==> src/rtl/mbr4_pkg.sv <==
// rtl/mbr4_pkg.sv - shared state/digit types and sizing helpers for the radix-4 Booth multiplier
package mbr4_pkg;

  typedef enum logic [1:0] {
    S_IDLE,
    S_RUN,
    S_DONE
  } mbr4_state_e;

  typedef enum logic [2:0] {
    BD_ZERO,
    BD_P1,
    BD_P2,
    BD_M1,
    BD_M2
  } booth_digit_e;

  function automatic int mbr4_ew(input int width);
    return width + 2;
  endfunction

  function automatic int mbr4_n(input int width);
    return (width + 2) / 2;
  endfunction

  function automatic bit mbr4_width_ok(input int width);
    return (width >= 4) && ((width % 2) == 0);
  endfunction

  // Window is {y[2i+1], y[2i], y[2i-1]}
  function automatic booth_digit_e booth_recode(input logic [2:0] win);
    booth_digit_e d;
    case (win)
      3'b001, 3'b010: d = BD_P1;
      3'b011:         d = BD_P2;
      3'b100:         d = BD_M2;
      3'b101, 3'b110: d = BD_M1;
      default:        d = BD_ZERO;
    endcase
    return d;
  endfunction

endpackage

==> src/rtl/mbr4_booth_sel.sv <==
// rtl/mbr4_booth_sel.sv - combinational Booth partial-product selector
module mbr4_booth_sel
  import mbr4_pkg::*;
#(
  parameter int PW = 18
) (
  input  logic [2:0]    win,
  input  logic [PW-1:0] mcand,
  output logic [PW-1:0] pp
);

  booth_digit_e dig;
  logic [PW-1:0] mcand_x2;

  assign mcand_x2 = {mcand[PW-2:0], 1'b0};

  always_comb begin
    dig = booth_recode(win);
    pp  = '0;
    case (dig)
      BD_P1:   pp = mcand;
      BD_P2:   pp = mcand_x2;
      BD_M1:   pp = -mcand;
      BD_M2:   pp = -mcand_x2;
      default: pp = '0;
    endcase
  end

endmodule

==> src/rtl/mbr4_iter_td.sv <==
// rtl/mbr4_iter_td.sv - iterative radix-4 Booth multiplier, one digit per clock, valid/ready I/O
// Optional MBR4_ZERO_SKIP_EN: a zero operand bypasses RUN and completes with product 0.
module mbr4_iter_td
  import mbr4_pkg::*;
#(
  parameter int WIDTH = 8
) (
  input  logic               CLK,
  input  logic               RST,
  input  logic               in_valid,
  output logic               in_ready,
  input  logic [WIDTH-1:0]   mx,
  input  logic [WIDTH-1:0]   my,
  input  logic               is_signed,
  output logic               out_valid,
  input  logic               out_ready,
  output logic [2*WIDTH-1:0] product,
  output logic               busy
);

  localparam int EW = mbr4_ew(WIDTH);
  localparam int N  = mbr4_n(WIDTH);
  localparam int AW = 2 * WIDTH + 2;
  localparam int CW = $clog2(N);

`ifdef MBR4_ZERO_SKIP_EN
  localparam bit ZSKIP = 1'b1;
`else
  localparam bit ZSKIP = 1'b0;
`endif

  if (!mbr4_width_ok(WIDTH)) begin : g_width_check
    $error("mbr4_iter_td: WIDTH must be even and >= 4");
  end

  mbr4_state_e   state_q, state_d;
  logic [AW-1:0] mcand_q;
  logic [EW:0]   mplr_q;
  logic [AW-1:0] acc_q;
  logic [CW-1:0] cnt_q;

  logic          accept;
  logic          zero_skip;
  logic          last_digit;
  logic [AW-1:0] mx_ext;
  logic [EW-1:0] my_ext;
  logic [AW-1:0] pp;
  logic [AW-1:0] acc_sum;

  assign in_ready   = (state_q == S_IDLE) || ((state_q == S_DONE) && out_ready);
  assign accept     = in_valid && in_ready;
  assign zero_skip  = ZSKIP && ((mx == '0) || (my == '0));
  assign last_digit = (cnt_q == CW'(N - 1));

  // Unsigned operands gain zero top bits so the signed Booth recoding stays exact
  assign mx_ext = {{(AW - WIDTH){mx[WIDTH-1] & is_signed}}, mx};
  assign my_ext = {{(EW - WIDTH){my[WIDTH-1] & is_signed}}, my};

  mbr4_booth_sel #(.PW(AW)) u_sel (
    .win   (mplr_q[2:0]),
    .mcand (mcand_q),
    .pp    (pp)
  );

  assign acc_sum = acc_q + pp;

  always_ff @(posedge CLK) begin
    if (RST) state_q <= S_IDLE;
    else     state_q <= state_d;
  end

  always_comb begin
    state_d = state_q;
    case (state_q)
      S_IDLE: begin
        if (accept) state_d = zero_skip ? S_DONE : S_RUN;
      end
      S_RUN: begin
        if (last_digit) state_d = S_DONE;
      end
      S_DONE: begin
        if (out_ready) begin
          if (accept) state_d = zero_skip ? S_DONE : S_RUN;
          else        state_d = S_IDLE;
        end
      end
      default: state_d = S_IDLE;
    endcase
  end

  // Multiplicand moves left two places per digit instead of a variable 4^i shift
  always_ff @(posedge CLK) begin
    if (RST) begin
      mcand_q <= '0;
      mplr_q  <= '0;
      acc_q   <= '0;
      cnt_q   <= '0;
      product <= '0;
    end else if (accept) begin
      mcand_q <= mx_ext;
      mplr_q  <= {my_ext, 1'b0};
      acc_q   <= '0;
      cnt_q   <= '0;
      if (zero_skip) product <= '0;
    end else if (state_q == S_RUN) begin
      acc_q   <= acc_sum;
      mcand_q <= {mcand_q[AW-3:0], 2'b00};
      mplr_q  <= {2'b00, mplr_q[EW:2]};
      cnt_q   <= cnt_q + CW'(1);
      if (last_digit) product <= acc_sum[2*WIDTH-1:0];
    end
  end

  assign out_valid = (state_q == S_DONE);
  assign busy      = (state_q == S_RUN);

endmodule

==> config.mk <==
export PLATFORM = sky130hd
export DESIGN_NAME = mbr4_iter_td
export DESIGN_NICKNAME = d
export VERILOG_FILES = /design/src/rtl/mbr4_pkg.sv /design/src/rtl/mbr4_booth_sel.sv /design/src/rtl/mbr4_iter_td.sv
export SDC_FILE = /design/constraint.sdc
export NUM_CORES = 1
export LEC_CHECK = 0
export BUFFER_PORTS_ARGS = -buffer_cell sky130_fd_sc_hd__buf_2
export CAP_MARGIN = 10
export CORE_ASPECT_RATIO = 1.25
export CORE_MARGIN = 2
export CORE_UTILIZATION = 56
export CTS_BUF_LIST = sky130_fd_sc_hd__clkbuf_8
export CTS_CLUSTER_DIAMETER = 120
export DETAILED_ROUTE_END_ITERATION = 7
export PLACE_DENSITY = 0.89
export SYNTH_ARGS = -nofsm -noshare
export SYNTH_HDL_FRONTEND = slang
export SYNTH_HIERARCHICAL = 1
export SYNTH_SLANG_ARGS = --single-unit
==> constraint.sdc <==
create_clock -name CLK -period 3.2 [get_ports CLK]
set_input_delay 0.64 -clock CLK [delete_from_list [all_inputs] [get_ports CLK]]
set_output_delay 0.64 -clock CLK [all_outputs]
set_load 0.03 [all_outputs]
==> results of run 1 <==
tightest hold or removal path, delay by kind of cell, from the launching register on:
family,cells,cell delay (ns)
AND/OR/NAND/NOR,1,0.05
AO/OA/AOI/OAI,1,0.05
flip-flops,1,0.31
worst paths after layout:
check | to | start | cells past startpoint | slack (ns)
worst max-delay path | acc_q[14]$_SDFFE_PP0P_ | mcand_q[1]$_SDFFE_PP0P_ | 14 | -0.13
worst min-delay path | product[4]$_SDFFE_PP0P_ | product[4]$_SDFFE_PP0P_ | 2 | 0.45
worst max register to register | acc_q[14]$_SDFFE_PP0P_ | mcand_q[1]$_SDFFE_PP0P_ | 14 | -0.13
worst min register to register | product[4]$_SDFFE_PP0P_ | product[4]$_SDFFE_PP0P_ | 2 | 0.45
power by group through the flow:
stage	registers, mW	clock network [mW]	logic [mW]
detailed placement	0.884	0	0.687
global placement	0.881	0	0.669
floorplan	0.879	0	0.434
finish	0.868	0.759	0.767
global route	0.873	0.801	0.826
CTS	0.867	0.766	0.704
placed cells by master, fill, tap and decap left out, drive strengths merged, types with 12 or more instances in the layout:
cell	count
inv	15
nor2	49
o21ai	17
ha	18
xnor2	16
nor3	15
nand2	99
dfxtp	63
a311oi	12
nand3	19
a21oi	60
buf	124
sequential cells by signal (all words and copies together), names as in the netlist:
| signal | count |
|---|---|
| acc_q | 16 |
| cnt_q | 3 |
| mcand_q | 16 |
| mplr_q | 10 |
| product | 16 |
| state_q | 2 |
metal layers:
| layer | track usage | share of wire | up-vias |
|---|---|---|---|
| met5 | 0 | 0 | - |
| met3 | 0.0608 | 0.046 | 46 |
| met4 | 0.162 | 0.048 | 0 |
| met1 | 0.345 | 0.39 | 2014 |
| met2 | 0.561 | 0.52 | 174 |
| li1 | - | - | 2105 |
cell type report:
type                       count  area [µm²]  share of cell area
multi-input combinational    418        2770               0.524
timing repair buffer         124         860               0.163
tap                           90         113              0.0213
clock inverter                 7        87.6              0.0166
inverter                      17        66.3              0.0125
sequential                    63        1270               0.240
clock buffer                   9         124              0.0234
timing repair:
action | CTS | global route
hold buffers | 0 | 0
buffers inserted | 1 | 7
pin swaps | 2 | 29
gates resized for setup | 4 | 38
setup endpoints to repair | 5 | 16
==> impl_summary.md, run 1 <==
Route
The residual antenna-violating net count after detailed routing is 0. The detailed router placed 4339 vias in this run. The routed wire length per instance is 16.8 µm. In this run, the number of DRC markers left after iteration 0 of detailed routing was 257. Dividing the detail-routed via count by the number of cells gives 5.96. The final routed wirelength across all metal layers is 12200 µm. For this run, design rule violations remaining after detail routing come to 0. The pre-antenna-repair detailed-routing pass consisted of 5 iterations.

Floorplanning
In this run the count of I/O pins placed on the die edge is 40. From left edge to right edge, the die measures 80.2 µm. The height of the die is 99.2 µm.

For this configuration, the core starts out at a cell density of 0.582. The die covers 7960 µm². In this run the standard cell core region covers 6980 µm². The floorplan has 34 rows.

Clocking
The level count of the clock H-tree is 3. The cell chosen for the clock root is sky130_fd_sc_hd__clkbuf_8. Clock latency on the worst-skew pair, taken at its later pin, is 0.36 ns. Counting every sink on the clock net gives 63. Clock-pin slew was measured on the worst setup and hold paths at 0.08 ns. The TritonCTS clock tree is yes. The deepest clock path buffer count is 2.

TritonCTS created 9 clock buffers.

Global route
The final global-route overflow total is 0. Entering global routing, the biggest net connects 38 pins. The total routing resource utilization after global routing is 0.313. The via count of the first global-routing pass is 4175.

The first-pass GRT wire length is 19600 µm. The initial antenna violation count came to 0.

Timing
Setup repair after global routing could not meet its margin everywhere. The hold violation count in the final report is 0. For the pin with the worst max-slew slack, the measured transition is 0.719 ns. The worst-case clock skew is 0.0129 ns. Based on the critical path, the design can be clocked at up to 0.300 GHz. The final count of pins violating max slew was 0. The final worst-path cycle share is 1.04. The sum of negative setup slack is -0.610 ns. After layout, the worst setup slack is -0.134 ns.

The worst pin sits at a relative slew slack of 0.518. Setup violations remaining at the end of the flow were counted as 8. The smallest clock period supported by the final layout is computed as 3.33 ns. The final worst hold slack is 0.452 ns.

Critical path
Along the worst path, the maximum fanout reaches 4. STA classifies the critical path endpoint as a flop. Data arrives at the worst endpoint at 3.59 ns. STA classifies the critical path startpoint as a flop.

For the worst setup path, the data required time is 3.45 ns. The worst-path cell with the longest stage delay is sky130_fd_sc_hd__or4_4. The kind of cell with the highest combined delay on the critical path is compound AO/OA/AOI/OAI gates.

The stage delay of the slowest cell on the critical path is 0.43 ns. Walking the worst path, the cells encountered are inv_4 > ha_4 > nor3b_4 > nand2_2 > or4_4 > xor2_2 > a221o_1 > ha_4 > a21o_1 > a21oi_2 > nor2_1 > a311o_1 > and4_1 > a311o_1. The critical path is of the reg2reg type. Together, buffers and inverters on the worst path number 1.

Yosys
The area of the mapped netlist is 4060 µm². The mean instance size in the synthesized netlist is 7.59 µm². The synthesized net count is 575. The number of cells produced by synthesis is 535. The yosys synthesis warning count is 6.

Pwr
The power density over the cells is 453 nW/µm². Summed over all nets, the switching power comes to 786 µW. The share of power burned in the clock network is 0.317. Summing internal, switching and leakage power gives 2.39 mW. The share of total power dissipated in sequential elements is 0.363.

Of the total power, the share spent switching nets is 0.329. Summed over all cells, the static leakage comes to 2.20 nW. Across the VDD grid, the largest voltage drop is 340 µV. The internal power of the cells totals 1.61 mW. Of the total power, combinational logic draws 0.320.

Final layout
After filler insertion, the fill cell instance count of the layout stands at 529. The fraction of layout cells with a size suffix above 1 is 0.299. The core occupancy in the finished layout is 0.758. At the end of the flow, the number of nets in the layout was 673. The final standard cell count with taps included and fillers excluded is 728. The area added between synthesis and finish is 30.1%.

The post-route cell area is 5290 µm². The count of antenna diodes in the layout is 0.

Placement
Routability-driven placement finished with a final weighted congestion of 0.962. Once placement finished, the instance area stood at 4840 µm². The half-perimeter wire length of the detailed placement result is 8830 µm. Prior to clock tree synthesis, the placed netlist has a worst setup slack of -0.178 ns. The number of buffer cells added on primary ports is 39. The post-placement cell count is 705.

Run status
The final reports fail on negative setup slack. The flow ran to the end, but the final reports show violations.

Run
The max capacitance violation total is 0.

Hold path
The worst min-delay path category is reg2reg.
Power figures use the tool's default switching activity.
==> run 2, diff against run 1 <==
--- a/config.mk
+++ b/config.mk
@@ -8,7 +8,6 @@
 export BUFFER_PORTS_ARGS = -buffer_cell sky130_fd_sc_hd__buf_2
 export CAP_MARGIN = 10
 export CORE_ASPECT_RATIO = 1.25
-export CORE_MARGIN = 2
 export CORE_UTILIZATION = 56
 export CTS_BUF_LIST = sky130_fd_sc_hd__clkbuf_8
 export CTS_CLUSTER_DIAMETER = 120
==> run 2 against run 1 <==
Effect of this change: the flow still finishes with violations (negative setup slack); die area decreased by 4.5%; global-route usage rose by 2.0 points; routed wire length about the same; critical path type unchanged.
==> impl_summary.md, run 2 (same netlist as run 1, synthesis figures left out) <==
Critical path
The category of the worst setup path capture point was a flop (unchanged). The arrival time at the worst endpoint is 3.60 ns (was 3.59 ns). Crit path cell chain: buf_4 > or4_1 > nor2_2 > xnor2_1 > a22oi_1 > a21oi_1 > ha_1 > o21a_1 > a31o_1 > a311o_1 > and4_4 > a311o_1 (was inv_4 > ha_4 > nor3b_4 > nand2_2 > or4_4 > xor2_2 > a221o_1 > ha_4 > a21o_1 > a21oi_2 > nor2_1 > a311o_1 > and4_1 > a311o_1). The worst-path cell with the longest stage delay is sky130_fd_sc_hd__or4_1 (was sky130_fd_sc_hd__or4_4). The kind of cell with the highest combined delay on the critical path is compound AO/OA/AOI/OAI gates (unchanged). The type of the worst setup path was reg2reg (unchanged).

The largest fanout on the critical path is 5 (was 4). The critical path data required time is 3.44 ns (was 3.45 ns). The library cell appearing most often on the critical path is sky130_fd_sc_hd__a311o_1. The stage delay of the slowest cell on the critical path is 0.54 ns (was 0.43 ns). The startpoint kind of the worst setup timing path is a flop (unchanged). The critical path buffer and inverter count is 1 (unchanged).

Final layout
The core occupancy in the finished layout is 0.737 (was 0.758). The area of the multi-input gates is 2720 µm² (was 2770 µm²). Highest-count cells in the layout ignoring fill and taps: sky130_fd_sc_hd__nand2_1, sky130_fd_sc_hd__buf_4, sky130_fd_sc_hd__dfxtp_1, sky130_fd_sc_hd__a21oi_1, sky130_fd_sc_hd__nor2_1 (unchanged). Largest registers: acc_q x16, mcand_q x16, product x16 (unchanged). The count of nets after finishing is 662 (was 673). The most common cell after layout, fill and taps aside is sky130_fd_sc_hd__nand2_1 (unchanged). The register area is 1270 µm² (about the same). The fraction of layout cells with a size suffix above 1 is 0.278 (was 0.299). The area added between synthesis and finish was 26.6% (was 30.1%). The count of antenna diodes in the layout is 0 (unchanged). The number of inserted filler cells in the final layout is 533 (was 529).

Clocking
The number of hold-repair buffers added at the cts stage is 0 (unchanged). The clock latency on the worst-skew pair is 0.35 ns (was 0.36 ns). The clock sink total is 63 (unchanged). The deepest clock path buffer count is 2 (unchanged). The number of buffers added by the clock tree synthesis step is 9 (unchanged). The clock-pin transition on the worst setup and hold timing paths is 0.07 ns (was 0.08 ns). The level count of the clock H-tree is 3 (unchanged).

The cell chosen for the clock root is sky130_fd_sc_hd__clkbuf_8 (unchanged). The TritonCTS clock tree is yes (unchanged).

Placement
The minimum setup slack after placement is -0.138 ns (was -0.178 ns). The final weighted congestion in routability-driven placement is 0.934 (was 0.962). The half-perimeter wire length of the detailed placement result is 8690 µm (was 8830 µm). The number of buffer cells added on primary ports was 39 (unchanged).

Pwr
The total power of the final layout is 2.40 mW (was 2.39 mW). The peak supply drop is 506 µV (was 340 µV). The power density over the cells is 466 nW/µm² (was 453 nW/µm²).

The cell leakage power was 2.12 nW (was 2.20 nW).

Timing
The final worst hold slack is 0.450 ns (was 0.452 ns). The hold violation count in the final report was 0 (unchanged). The final worst-path cycle share is 1.05 (was 1.04).

The final count of pins violating max slew was 0 (unchanged). Unrepaired setup endpoints after global routing: yes (unchanged). The worst-case setup margin in the final layout came to -0.165 ns (was -0.134 ns). The maximum clock rate came to 0.297 GHz (was 0.300 GHz). The count of final setup violators was 9 (was 8). The final period demand of the worst path is 3.36 ns (was 3.33 ns). The measured slew at the worst slew-check pin is 0.774 ns (was 0.719 ns). The headroom to the max-slew limit came to 0.483 (was 0.518). The worst-case clock skew is 0.0129 ns (about the same).

Route
The routed wire length per instance is 17.0 µm (was 16.8 µm). The final routed wirelength across all metal layers came to 12200 µm (about the same). The violation count after the first detailed-routing iteration is 304 (was 257). The ratio of routed vias to standard cells was 6.17 (was 5.96). The number of detailed-route iterations in the first pass is 5 (unchanged). The total number of vias came to 4421 (was 4339). The number of design rule violations left after detail routing came to 0 (unchanged). The residual antenna-violating net count after detailed routing is 0 (unchanged).

Floorplanning
The full die area is 7600 µm² (was 7960 µm²). The total I/O pin count is 40 (unchanged). The effective utilization at floorplan is 0.582 (unchanged).

The number of standard-cell rows in the floorplan is 34 (unchanged). The area of the core is 6980 µm² (unchanged). The die outline width is 78.2 µm (was 80.2 µm). The height of the die is 97.2 µm (was 99.2 µm).

Run status
Failing checks: negative setup slack (unchanged). Result of the run: finished, violations left (unchanged).

Global route
The total routing resource utilization after global routing was 0.333 (was 0.313). The final global-route overflow total is 0 (unchanged). The maximum number of pins on one net before global-route repair is 38 (unchanged).

The via count of the first global-routing pass came to 4293 (was 4175). The initial antenna violation count was 0 (unchanged). The first-pass GRT wire length is 19900 µm (was 19600 µm).

Run
The max capacitance violation total came to 0 (unchanged).

Hold path
The worst min-delay path category is reg2reg (unchanged).
[run 2: final cells by class]
type	instances	area share
inverter	17	0.0129
clock inverter	6	0.0165
tap	90	0.0219
multi-input combinational	418	0.529
clock buffer	10	0.0268
timing repair buffer	113	0.147
sequential	63	0.247
[run 2: metal layers]
layer	track usage	part of all wire	up-vias
met1	0.349	0.38	2071
met2	0.603	0.51	217
met4	0.202	0.045	0
met5	0	0	-
met3	0.0610	0.063	49
li1	-	-	2084
[run 2: through the flow]
stage | instance area [µm²] | TNS [ns] | cells
2_1_floorplan | 4120 | -0.183 | 535
3_3_place_gp | 4780 | -0.268 | 697
3_5_place_dp | 4780 | -0.455 | 697
4_1_cts | 5060 | -0.459 | 716
5_1_grt | 5140 | -2.34 | 717
6_report | 5140 | -0.647 | 717
[run 2: final timing paths]
kind / startpoint / endpoint / slack [ns] / cells after the start
setup / recovery: mcand_q[3]$_SDFFE_PP0P_ / product[14]$_SDFFE_PP0P_ / -0.16 / 12
hold / removal: product[8]$_SDFFE_PP0P_ / product[8]$_SDFFE_PP0P_ / 0.45 / 2
setup reg to reg: mcand_q[3]$_SDFFE_PP0P_ / product[14]$_SDFFE_PP0P_ / -0.16 / 12
hold reg to reg: product[8]$_SDFFE_PP0P_ / product[8]$_SDFFE_PP0P_ / 0.45 / 2
[run 2: timing repair]
| action | in CTS | in global routing |
|---|---|---|
| gates resized for setup | 9 | 17 |
| buffers inserted | 3 | 1 |
| pin swaps | 5 | 9 |
| setup endpoints to repair | 7 | 19 |
| gates cloned | 0 | 0 |
[run 2: worst register-to-register path, delay by kind of cell (launching register included)]
kind                     cells  cell delay, ns
AO/OA/AOI/OAI                6            1.41
XOR/XNOR                     1            0.16
adder cells (fa/ha/maj)      1            0.28
buffers and inverters        1            0.17
flip-flops                   1            0.37
AND/OR/NAND/NOR              3            0.87
[run 2: power by group]
group          internal [mW]  switching [mW]
logic                  0.329           0.400
registers              0.823          0.0574
clock network          0.457           0.333
